===== src/rtl/wb_stage_pkg.sv =====
// Shared Y86-64 pipeline definitions: status codes, icodes, register IDs,
// the W pipeline-register payload and the writeback FSM state type.
package wb_stage_pkg;

  localparam int unsigned STAT_W  = 4;
  localparam int unsigned ICODE_W = 4;
  localparam int unsigned REG_W   = 4;
  localparam int unsigned WORD_W  = 64;

  // Status codes
  localparam logic [STAT_W-1:0] SBUB = 4'd0;
  localparam logic [STAT_W-1:0] SAOK = 4'd1;
  localparam logic [STAT_W-1:0] SHLT = 4'd2;
  localparam logic [STAT_W-1:0] SADR = 4'd3;
  localparam logic [STAT_W-1:0] SINS = 4'd4;

  // Instruction codes
  localparam logic [ICODE_W-1:0] IHALT   = 4'h0;
  localparam logic [ICODE_W-1:0] INOP    = 4'h1;
  localparam logic [ICODE_W-1:0] IRRMOVQ = 4'h2;
  localparam logic [ICODE_W-1:0] IIRMOVQ = 4'h3;
  localparam logic [ICODE_W-1:0] IRMMOVQ = 4'h4;
  localparam logic [ICODE_W-1:0] IMRMOVQ = 4'h5;
  localparam logic [ICODE_W-1:0] IOPQ    = 4'h6;
  localparam logic [ICODE_W-1:0] IJXX    = 4'h7;
  localparam logic [ICODE_W-1:0] ICALL   = 4'h8;
  localparam logic [ICODE_W-1:0] IRET    = 4'h9;
  localparam logic [ICODE_W-1:0] IPUSHQ  = 4'hA;
  localparam logic [ICODE_W-1:0] IPOPQ   = 4'hB;

  // Register IDs
  localparam logic [REG_W-1:0] RRAX  = 4'h0;
  localparam logic [REG_W-1:0] RRCX  = 4'h1;
  localparam logic [REG_W-1:0] RRDX  = 4'h2;
  localparam logic [REG_W-1:0] RRBX  = 4'h3;
  localparam logic [REG_W-1:0] RRSP  = 4'h4;
  localparam logic [REG_W-1:0] RNONE = 4'hF;

  // W pipeline register payload
  typedef struct packed {
    logic [STAT_W-1:0]  stat;
    logic [ICODE_W-1:0] icode;
    logic [WORD_W-1:0]  val_e;
    logic [WORD_W-1:0]  val_m;
    logic [REG_W-1:0]   dst_e;
    logic [REG_W-1:0]   dst_m;
  } w_reg_t;

  localparam int unsigned W_REG_W = $bits(w_reg_t);

  localparam w_reg_t W_BUBBLE = '{
    stat:  SBUB,
    icode: INOP,
    val_e: 64'd0,
    val_m: 64'd0,
    dst_e: RNONE,
    dst_m: RNONE
  };

  typedef enum logic {
    ST_RUN    = 1'b0,
    ST_HALTED = 1'b1
  } wb_state_t;

  // HLT, ADR, INS and every undefined code (5..15) stop the processor
  function automatic logic stat_stops(input logic [STAT_W-1:0] s);
    return s >= SHLT;
  endfunction

endpackage


===== src/rtl/wb_stage_w_pipe_reg.sv =====
// Generic pipeline register with async reset, stall (hold) and bubble load.
// Ports: clk, rst (async active-high), stall, bubble, d (next value), q.
// Stall has priority over bubble; the bubble value equals the reset value.
module w_pipe_reg #(
  parameter int unsigned    W       = 8,
  parameter logic [W-1:0]   RST_VAL = '0
) (
  input  logic         clk,
  input  logic         rst,
  input  logic         stall,
  input  logic         bubble,
  input  logic [W-1:0] d,
  output logic [W-1:0] q
);

  always_ff @(posedge clk or posedge rst) begin
    if (rst)         q <= RST_VAL;
    else if (stall)  q <= q;
    else if (bubble) q <= RST_VAL;
    else             q <= d;
  end

endmodule


===== src/rtl/wb_stage.sv =====
// Y86-64 writeback stage: W pipeline register, gated register-file write
// ports, architectural status, sticky halt FSM and retired-instruction count.
// Ports: clk, rst (async active-high); M_* / m_valM_i from memory stage;
// W_stall_i, W_bubble_i pipeline control; W_* register-file write side and
// registered stat/icode; Stat_o, halted_o, retired_o (saturating counter).
module wb_stage
  import wb_stage_pkg::*;
#(
  parameter int unsigned CNT_W = 32
) (
  input  logic               clk,
  input  logic               rst,
  input  logic [STAT_W-1:0]  M_stat_i,
  input  logic [ICODE_W-1:0] M_icode_i,
  input  logic [WORD_W-1:0]  M_valE_i,
  input  logic [WORD_W-1:0]  m_valM_i,
  input  logic [REG_W-1:0]   M_dstE_i,
  input  logic [REG_W-1:0]   M_dstM_i,
  input  logic               W_stall_i,
  input  logic               W_bubble_i,
  output logic [STAT_W-1:0]  W_stat_o,
  output logic [ICODE_W-1:0] W_icode_o,
  output logic [REG_W-1:0]   W_dstE_o,
  output logic [WORD_W-1:0]  W_valE_o,
  output logic [REG_W-1:0]   W_dstM_o,
  output logic [WORD_W-1:0]  W_valM_o,
  output logic [STAT_W-1:0]  Stat_o,
  output logic               halted_o,
  output logic [CNT_W-1:0]   retired_o
);

  w_reg_t      w_d;
  w_reg_t      w_q;
  wb_state_t   state;
  wb_state_t   state_nxt;
  logic        w_hold;
  logic        w_ok;
  logic [CNT_W-1:0] retired;

  assign w_d = '{
    stat:  M_stat_i,
    icode: M_icode_i,
    val_e: M_valE_i,
    val_m: m_valM_i,
    dst_e: M_dstE_i,
    dst_m: M_dstM_i
  };

  // A stopping instruction is held from the moment it reaches W, so the
  // fault code stays visible on Stat_o once the FSM reports halted.
  assign w_hold = W_stall_i || (state == ST_HALTED) || stat_stops(w_q.stat);

  w_pipe_reg #(
    .W       (W_REG_W),
    .RST_VAL (W_BUBBLE)
  ) u_w_reg (
    .clk    (clk),
    .rst    (rst),
    .stall  (w_hold),
    .bubble (W_bubble_i),
    .d      (w_d),
    .q      (w_q)
  );

  assign w_ok = (w_q.stat == SAOK);

  // Register-file write side; non-AOK instructions never write
  assign W_stat_o  = w_q.stat;
  assign W_icode_o = w_q.icode;
  assign W_dstE_o  = w_ok ? w_q.dst_e : RNONE;
  assign W_dstM_o  = w_ok ? w_q.dst_m : RNONE;
  assign W_valE_o  = w_q.val_e;
  assign W_valM_o  = w_q.val_m;

  // Bubbles report as AOK architecturally
  assign Stat_o   = (w_q.stat == SBUB) ? SAOK : w_q.stat;
  assign halted_o = (state == ST_HALTED);

  // Halt FSM state register
  always_ff @(posedge clk or posedge rst) begin
    if (rst) state <= ST_RUN;
    else     state <= state_nxt;
  end

  // Halt FSM next state; HALTED is sticky until reset
  always_comb begin
    state_nxt = state;
    case (state)
      ST_RUN:    if (stat_stops(w_q.stat)) state_nxt = ST_HALTED;
      ST_HALTED: state_nxt = ST_HALTED;
      default:   state_nxt = ST_RUN;
    endcase
  end

  // Retired count: an AOK instruction leaving W, saturating at all-ones
  always_ff @(posedge clk or posedge rst) begin
    if (rst) begin
      retired <= '0;
    end else if ((state == ST_RUN) && w_ok && !W_stall_i && (retired != '1)) begin
      retired <= retired + CNT_W'(1);
    end
  end

  assign retired_o = retired;

endmodule


===== config.mk =====
export PLATFORM = sky130hd
export DESIGN_NAME = wb_stage
export DESIGN_NICKNAME = d
export VERILOG_FILES = /design/src/rtl/wb_stage_pkg.sv /design/src/rtl/wb_stage_w_pipe_reg.sv /design/src/rtl/wb_stage.sv
export SDC_FILE = /design/constraint.sdc
export NUM_CORES = 1
export LEC_CHECK = 0
export CORE_UTILIZATION = 45
export DETAILED_ROUTE_END_ITERATION = 16
export HOLD_SLACK_MARGIN = 0.12
export PLACE_DENSITY = 0.83
export RECOVER_POWER = 25
export SLEW_MARGIN = 20
export SYNTH_ARGS = -nofsm -noshare
export SYNTH_HDL_FRONTEND = slang
export SYNTH_SLANG_ARGS = --single-unit

===== constraint.sdc =====
create_clock -name clk -period 8.7 [get_ports clk]
set_clock_uncertainty 0.05 [all_clocks]
set_input_delay 2.175 -clock clk [delete_from_list [all_inputs] [get_ports clk]]
set_output_delay 2.175 -clock clk [all_outputs]
set_load 0.02 [all_outputs]

After elaboration in Yosys (flattened, before gate mapping) --
Cells that the tools add are included.
Storage, ports and cells: bits in registers 177
Operators by class: add/sub/neg operators 1, $lt $le $gt $ge 1, equal/unequal tests 2, muxes and demuxes 6, bitwise logic cells 1, reductions and logical operators 7
Operators by type and width (number):
- 2-to-1 mux 144 bit | 1
- adder 32 x 1 -> 32 bit, second input constant | 1
- != test 32 bit, second input constant | 1
- 2-to-1 mux 4 bit | 3
- equality test 4 x 1 -> 1 bit, second input constant | 1
- >= comparator 4 x 2 -> 1 bit, second input constant | 1
- logical NOT 4 bit | 1
- logical AND 1 bit | 3
- logical OR 1 bit | 2
- case mux 1 bit (2 select lines) | 1
- logical NOT 1 bit | 1
- 2-to-1 mux 1 bit | 1
- NOT 1 bit | 1

Logic depth before layout (Yosys ltp) --
Gate-level depths: netlist of the first run.
depth after elaboration 4, depth in mapped cells 7, mapped depth without buffers 6

Hierarchy --
Synthesis of the first run repeated with hierarchy kept, for this count alone.
Unflattened totals: cells, all modules 498, area total of the unflattened synthesis 6820.3 µm²
By module, submodules not included:
- w_pipe_reg | instances 1, cells each 342, area each 5144.9 µm², seq. area each 3614.7 µm²
- wb_stage | instances 1, cells each 156, area each 1675.4 µm², seq. area each 825.8 µm²

Worst setup path before layout of the first run --
OpenSTA, ideal clock, no wires.
path type input -> register, from input W_stall_i, to register u_w_reg.q[17], setup time 83 ps, arrival 3245 ps, data required time 8567 ps, path slack 5322 ps, cell stages on the path 6, cell sequence nand2b_1 -> clkbuf_1 -> clkbuf_1 -> clkbuf_1 -> nand2_1 -> o21ai_0
On the way: word-level cells in the longest chain between the ends 2
Ends and longest elaborated chain:
- start, declared | RTL line wb_stage.sv:19 | input logic W_stall_i,
- logical OR 1 bit (2 in a row) | RTL line wb_stage.sv:51 | assign w_hold = W_stall_i || (state == ST_HALTED) || stat_stops(w_q.stat);
- end signal, assigned | RTL line wb_stage_w_pipe_reg.sv:18 | else if (stall) q <= q;
- end, declared | RTL line wb_stage_w_pipe_reg.sv:13 | output logic [W-1:0] q
No other way between the ends. A chain may end at the register's enable or synchronous reset.

Worst setup path after layout of the first run --
from input W_stall_i, to register u_w_reg.q[40]
The elaborated chain is that of the path after synthesis.

==> results.ini, run 1 <==
[route]
drc_errors = 0
vias = 6363
via_per_inst = 4.78
wl_um = 20400
routedWlPerCell_um = 15.3
drt-initial-drc-count = 275
ant_nets = 0
dr.pass1.iters = 4

[clock_network]
post-cts-setup-buffer-count = 0
clk_pin_slew_ns = 0.06
clockBufferDepth = 2
cts_hold_buf = 0
cts_tree = done
clkLatencyLatePin_ns = 0.42
cts_resized = 0
cts_root_buf = clkbuf_16
htree_levels = 4
cts_sinks = 177
cts_buffers = 17

[sta]
finalSetupViolations = 0
worst_pin_slew_ns = 3.45
rsz0062_at_grt = no
min_period_ns = 5.89
finalMaxSlewViolations = 154
hold_viol_final = 0
tns_ns = 0
fin_crit_sh_pct = 67.7
fin_hold_ws_ns = 0.425
fin_ws_ns = 2.81
fmax_ghz = 0.170
slew-limit-headroom_pct = -130

[logic_synthesis]
syn_inst = 920
synth_seq_area_share_pct = 51.4
syn_area_um2 = 8640
synthDistinctLibCells = 35
ys_ff_latch = 177
ys_warn_count = 0
syn_area_per_cell_um2 = 9.39
syn_nets = 1069

[outcome]
status = complete, but fails checks
failed_checks = capacitance limit, slew limit

[layout]
drive_gt1_share_pct = 4.28
final_common_cell = clkdlybuf4s50_1
n_fill_cell = 1554
final_nets = 1233
mostFrequentLayoutCells = clkdlybuf4s50_1, dfrtp_1, nand2_1
final_core_util_pct = 61.8
syn_to_final_growth_pct = 34.2
diodes = 0

[pwr]
peakVddDrop_uv = 125
p_leak_nw = 4.90
p_per_area_nw_per_um2 = 194
totalPowerFinal_mw = 2.25

[floorplan]
start_util_pct = 46.0
die_h_um = 141
core_area_um2 = 18800
io_pins = 329
dieArea_um2 = 19800
die_w_um = 141
std_cell_rows = 50

[worst_setup_path]
critPathArrivalTime_ns = 6.09
r2r.worst_path.cells = 5
crit_chain = dlygate4sd3_1 -> nand2b_1 -> buf_12 -> o21ai_0
slowest_delay_ns = 2.46
end_kind = register
critical_path_class = input port to register
critical_path.max_fanout = 171
cp_data_required_time_ns = 8.90
cpMaxStageDelayCell = nand2b_1
critPathLaunchType = input port

[placed_design]
hpwl_um = 14400
dp_slack_ns = 4.14
io_buffers = 328
gp_congestion = 0.848

[flow_run]
cap_viol_max_count = 2

[global_route]
antenna_found_initial = 0
grt_max_degree = 172
grt_pass1_vias = 6240
grt_pass1_wl_um = 32700
grt_overflow = 0
grtUsageTotal_pct = 21.1

[min_path]
hp-class = register to register
min_path_cells = 2

## kinds of logic (layout without fill, tap and decap cells)
group,after synthesis,in the layout,synth area share (%)
buffers and inverters,189,366,14.1
and+or+nand+nor,372,372,22.2
muxes,1,1,0.130
AOI/OAI and AO/OA,150,150,8.96
xor gates and xnor gates,30,30,3.04
adders and majority gates,1,1,0.145
DFF,177,177,51.4
## report_power, final
| group | internal [mW] | leakage [nW] | total, mW | switching [mW] |
|---|---|---|---|---|
| registers | 0.926 | 2.34 | 0.979 | 0.0523 |
| logic | 0.261 | 2.30 | 0.506 | 0.246 |
| clock network | 0.433 | 0.263 | 0.765 | 0.332 |
## final timing paths
kind	from	end	slack, ns
setup / recovery	W_stall_i	u_w_reg.q[40]	2.81
hold / removal	u_w_reg.q[1]	u_w_reg.q[1]	0.43
setup reg to reg	u_w_reg.q[141]	u_w_reg.q[40]	3.90
hold reg to reg	u_w_reg.q[1]	u_w_reg.q[1]	0.43
max in group asynchronous	rst	u_w_reg.q[27]	4.49
min in group asynchronous	rst	u_w_reg.q[106]	2.55
## metal layers
metal | GRT usage (%) | vias up | wire [µm]
met1 | 25.7 | 2908 | 8600
met3 | 5.43 | 45 | 1260
met5 | 0 | - | 0
met4 | 10.4 | 0 | 726
li1 | - | 3180 | -
met2 | 35.1 | 230 | 9820
## synthesized netlist by cell type
cell / count / share of area (%)
a31o_2: 1 / 0.10
nor4bb_1: 1 / 0.12
a31oi_1: 1 / 0.072
nand4b_1: 1 / 0.10
nor2_1: 17 / 0.74
nor2b_1: 1 / 0.072
nand2b_1: 141 / 10
inv_1: 2 / 0.087
a21oi_1: 1 / 0.058
xor2_1: 5 / 0.51
clkbuf_1: 51 / 2.2
or2_2: 1 / 0.072
and3b_1: 1 / 0.10
nor4_2: 1 / 0.14
nand4_1: 18 / 1.3
o21ai_0: 142 / 8.2
a21oi_2: 1 / 0.10
nand2_1: 153 / 6.6
dfrtp_1: 168 / 49
and3_1: 7 / 0.51
ha_1: 1 / 0.14
and4_1: 4 / 0.41
buf_4: 136 / 12
xnor2_1: 25 / 2.5
dfstp_2: 9 / 2.7
nand3_1: 16 / 0.93
or3_1: 1 / 0.072
a211oi_2: 1 / 0.14
or4_1: 1 / 0.087
nor4_1: 2 / 0.14
nor3_1: 3 / 0.17
a21o_1: 3 / 0.26
and2_1: 2 / 0.14
mux2_2: 1 / 0.13
nor4_4: 1 / 0.25
## through the flow
step                instance area [µm²]  std cells
floorplan                          8640        920
global placement                  11100       1299
detailed placement                11100       1299
CTS                               11600       1331
global route                      11600       1331
finish                            11600       1331
## critical path, delay by kind of cell
kind	cells	cell delay [ns]
simple gates	1	2.46
buf+inv	2	1.01
compound gates	1	0.24
## flip-flops by register name, summed over array words and instances (netlist names)
register	flops
retired_o	32
halted_o	1
u_w_reg.q	144
## layout make-up
type                    count  area, µm²  area share (%)
flip-flops and latches    177       4440            38.3
repair buffers            332       3320            28.7
multi-input cells         554       2950            25.4
clock buffers              21        450            3.88
well taps                 234        293            2.52
clock inverters            11        131            1.13
inverters                   2       8.76          0.0755
(Power assumes the default switching activity.)
==> run 2: changes to the inputs <==
--- a/config.mk
+++ b/config.mk
@@ -5,10 +5,10 @@
 export SDC_FILE = /design/constraint.sdc
 export NUM_CORES = 1
 export LEC_CHECK = 0
-export CORE_UTILIZATION = 45
+export CORE_UTILIZATION = 40
 export DETAILED_ROUTE_END_ITERATION = 16
 export HOLD_SLACK_MARGIN = 0.12
-export PLACE_DENSITY = 0.83
+export PLACE_DENSITY = 0.78
 export RECOVER_POWER = 25
 export SLEW_MARGIN = 20
 export SYNTH_ARGS = -nofsm -noshare
==> constraint.sdc (replaced) <==
create_clock -name clk -period 5.18 [get_ports clk]
set_clock_uncertainty 0.05 [all_clocks]
set_input_delay 1.295 -clock clk [delete_from_list [all_inputs] [get_ports clk]]
set_output_delay 1.295 -clock clk [all_outputs]
set_load 0.02 [all_outputs]
==> run 2 against run 1 <==
The run ends with capacitance limit left. Wire length rose by 3.6%. Count of clock-buffer cells in the layout fell by 2. Non-clock buffer count rose by 5. Core utilization fell by 6.2 points. Global-route usage fell by 2.0 points. Clock power rose by 65%. Via count rose by 0.77%.
==> results.ini, run 2 (synthesis gave the netlist of run 1 again) <==
[outcome]
status = complete, but fails checks
failed_checks = capacitance limit

[sta]
finalMaxSlewViolations = 0  ; -100%
rsz0062_at_grt = no
hold_viol_final = 0  ; unchanged
worst_pin_slew_ns = 1.49  ; -1.95 ns
fmax_ghz = 0.287
fin_crit_sh_pct = 67.3
tns_ns = 0  ; unchanged
min_period_ns = 3.49
finalSetupViolations = 0  ; unchanged
fin_hold_ws_ns = 0.428  ; +0.00283 ns
slew-limit-headroom_pct = 0.356  ; +130 points

[clock_network]
clkLatencyLatePin_ns = 0.43  ; about the same
cts_hold_buf = 0  ; unchanged
cts_buffers = 17  ; unchanged
post-cts-setup-buffer-count = 0  ; unchanged
cts_sinks = 177  ; unchanged
cts_resized = 0  ; unchanged
htree_levels = 4  ; unchanged
cts_tree = done
clk_pin_slew_ns = 0.07  ; about the same
cts_root_buf = clkbuf_16
clockBufferDepth = 2  ; unchanged

[floorplan]
die_h_um = 149  ; +6.0%
core_area_um2 = 21100  ; +12%
dieArea_um2 = 22200  ; +12%
io_pins = 329  ; unchanged
std_cell_rows = 53  ; +6.0%
die_w_um = 149  ; +6.0%
start_util_pct = 41.0  ; -5.1 points

[layout]
mostFrequentLayoutCells = clkdlybuf4s50_1, dfrtp_1, nand2_1
seqCellArea_um2 = 4440  ; unchanged
finalNonFillerCells = 1377  ; +3.5%
n_fill_cell = 1876  ; +21%
regMostFlops = u_w_reg.q
multi_input_area_um2 = 2970  ; +0.76%
diodes = 0  ; unchanged
drive_gt1_share_pct = 5.17  ; +0.89 points
final_nets = 1238  ; +0.41%
stdcell_area_um2 = 11700  ; +1.1%
largest_reg_flops = 144  ; unchanged
final_common_cell = clkdlybuf4s50_1
syn_to_final_growth_pct = 35.7

[route]
vias = 6412  ; +0.77%
wl_um = 21100  ; +3.6%
via_per_inst = 4.66  ; -2.6%
dr.pass1.iters = 4  ; unchanged
drc_errors = 0  ; unchanged
routedWlPerCell_um = 15.3  ; +0.12%
ant_nets = 0  ; unchanged
drt-initial-drc-count = 312  ; +13%

[pwr]
p_leak_nw = 4.95  ; +1.1%
totalPowerFinal_mw = 3.76  ; +67%
p_per_area_nw_per_um2 = 320  ; +65%
peakVddDrop_uv = 226  ; +80%

[worst_setup_path]
critical_path.max_fanout = 8  ; -95%
worst_r2r_endpoint = u_w_reg.q[46]
critPathLaunchType = register
end_kind = output port
cp-endpoint = W_dstE_o[3]
critical_path_class = register to output port
r2r.worst_path.cells = 5  ; unchanged
r2r_start = u_w_reg.q[141]
r2r_setup_slack_ns = 2.20  ; -1.70 ns
crit_path_start = u_w_reg.q[141]
cp_data_required_time_ns = 3.84  ; -5.06 ns
critPathArrivalTime_ns = 2.14  ; -3.95 ns

[placed_design]
gp_congestion = 0.828  ; -2.3%
io_buffers = 328  ; unchanged
dp.cells = 1345  ; +3.5%
place_area_um2 = 11200  ; +1.1%
hpwl_um = 15200  ; +5.9%

[global_route]
grt_overflow = 0  ; unchanged
grt_max_degree = 93  ; -46%
grt_pass1_wl_um = 33300  ; +2.0%
antenna_found_initial = 0  ; unchanged
grtUsageTotal_pct = 19.2  ; -2.0 points
grt_pass1_vias = 6319  ; +1.3%

[min_path]
worstHoldStart = u_w_reg.q[19]
hp-class = register to register

[flow_run]
cap_viol_max_count = 1  ; -1

run 2: cell count changes in the layout (fill, tap and decap cells not counted), sizes merged:
cell	delta
buf	+4
bufinv	-2
clkbuf	-1
clkdlybuf4s50	+1
clkinv	+3
clkinvlp	-5
dlygate4sd3	-1
inv	+6
run 2: report_power, final:
part / leakage [nW] / internal, mW / switching [mW]
logic: 2.34 / 0.441 / 0.414
clock network: 0.278 / 0.651 / 0.607
registers: 2.34 / 1.55 / 0.0900
run 2: cell type report:
| type | instances | share of cell area [%] |
|---|---|---|
| Timing Repair Buffer | 337 | 28.9 |
| Sequential cell | 177 | 37.9 |
| Inverter | 2 | 0.0747 |
| Tap cell | 275 | 2.94 |
| Clock inverter | 13 | 1.04 |
| Multi-Input combinational cell | 554 | 25.4 |
| Clock buffer | 19 | 3.78 |
run 2: worst min path at each step:
stage                     end  depth (start not counted)
2_1_floorplan  u_w_reg.q[100]                          2
3_3_place_gp    u_w_reg.q[80]                          2
3_5_place_dp    u_w_reg.q[31]                          2
4_1_cts          u_w_reg.q[1]                          2
5_1_grt         u_w_reg.q[80]                          2
6_report        u_w_reg.q[19]                          2
run 2: per-layer routing:
layer	up-vias	part of all wire [%]	GRT usage, %
li1	3183	-	-
met1	2995	43	23.7
met2	199	48	31.4
met3	35	6.6	5.50
met4	0	2.6	7.50
met5	-	0	0
run 2: worst max-delay path, cell delays in order (launching register included):
cell	delay [ns]
dfrtp_1	0.42
nor3_1	0.21
and2_1	0.37
nand2b_1	0.13
clkdlybuf4s50_1	0.59
run 2: per-stage QoR:
step | setup WS [ns] | util, %
detailed placement | 1.86 | 53.0
global placement | 1.92 | 53.0
finish | 1.69 | 55.6
CTS | 1.62 | 55.7
floorplan | 1.58 | -
global route | 1.31 | 55.6
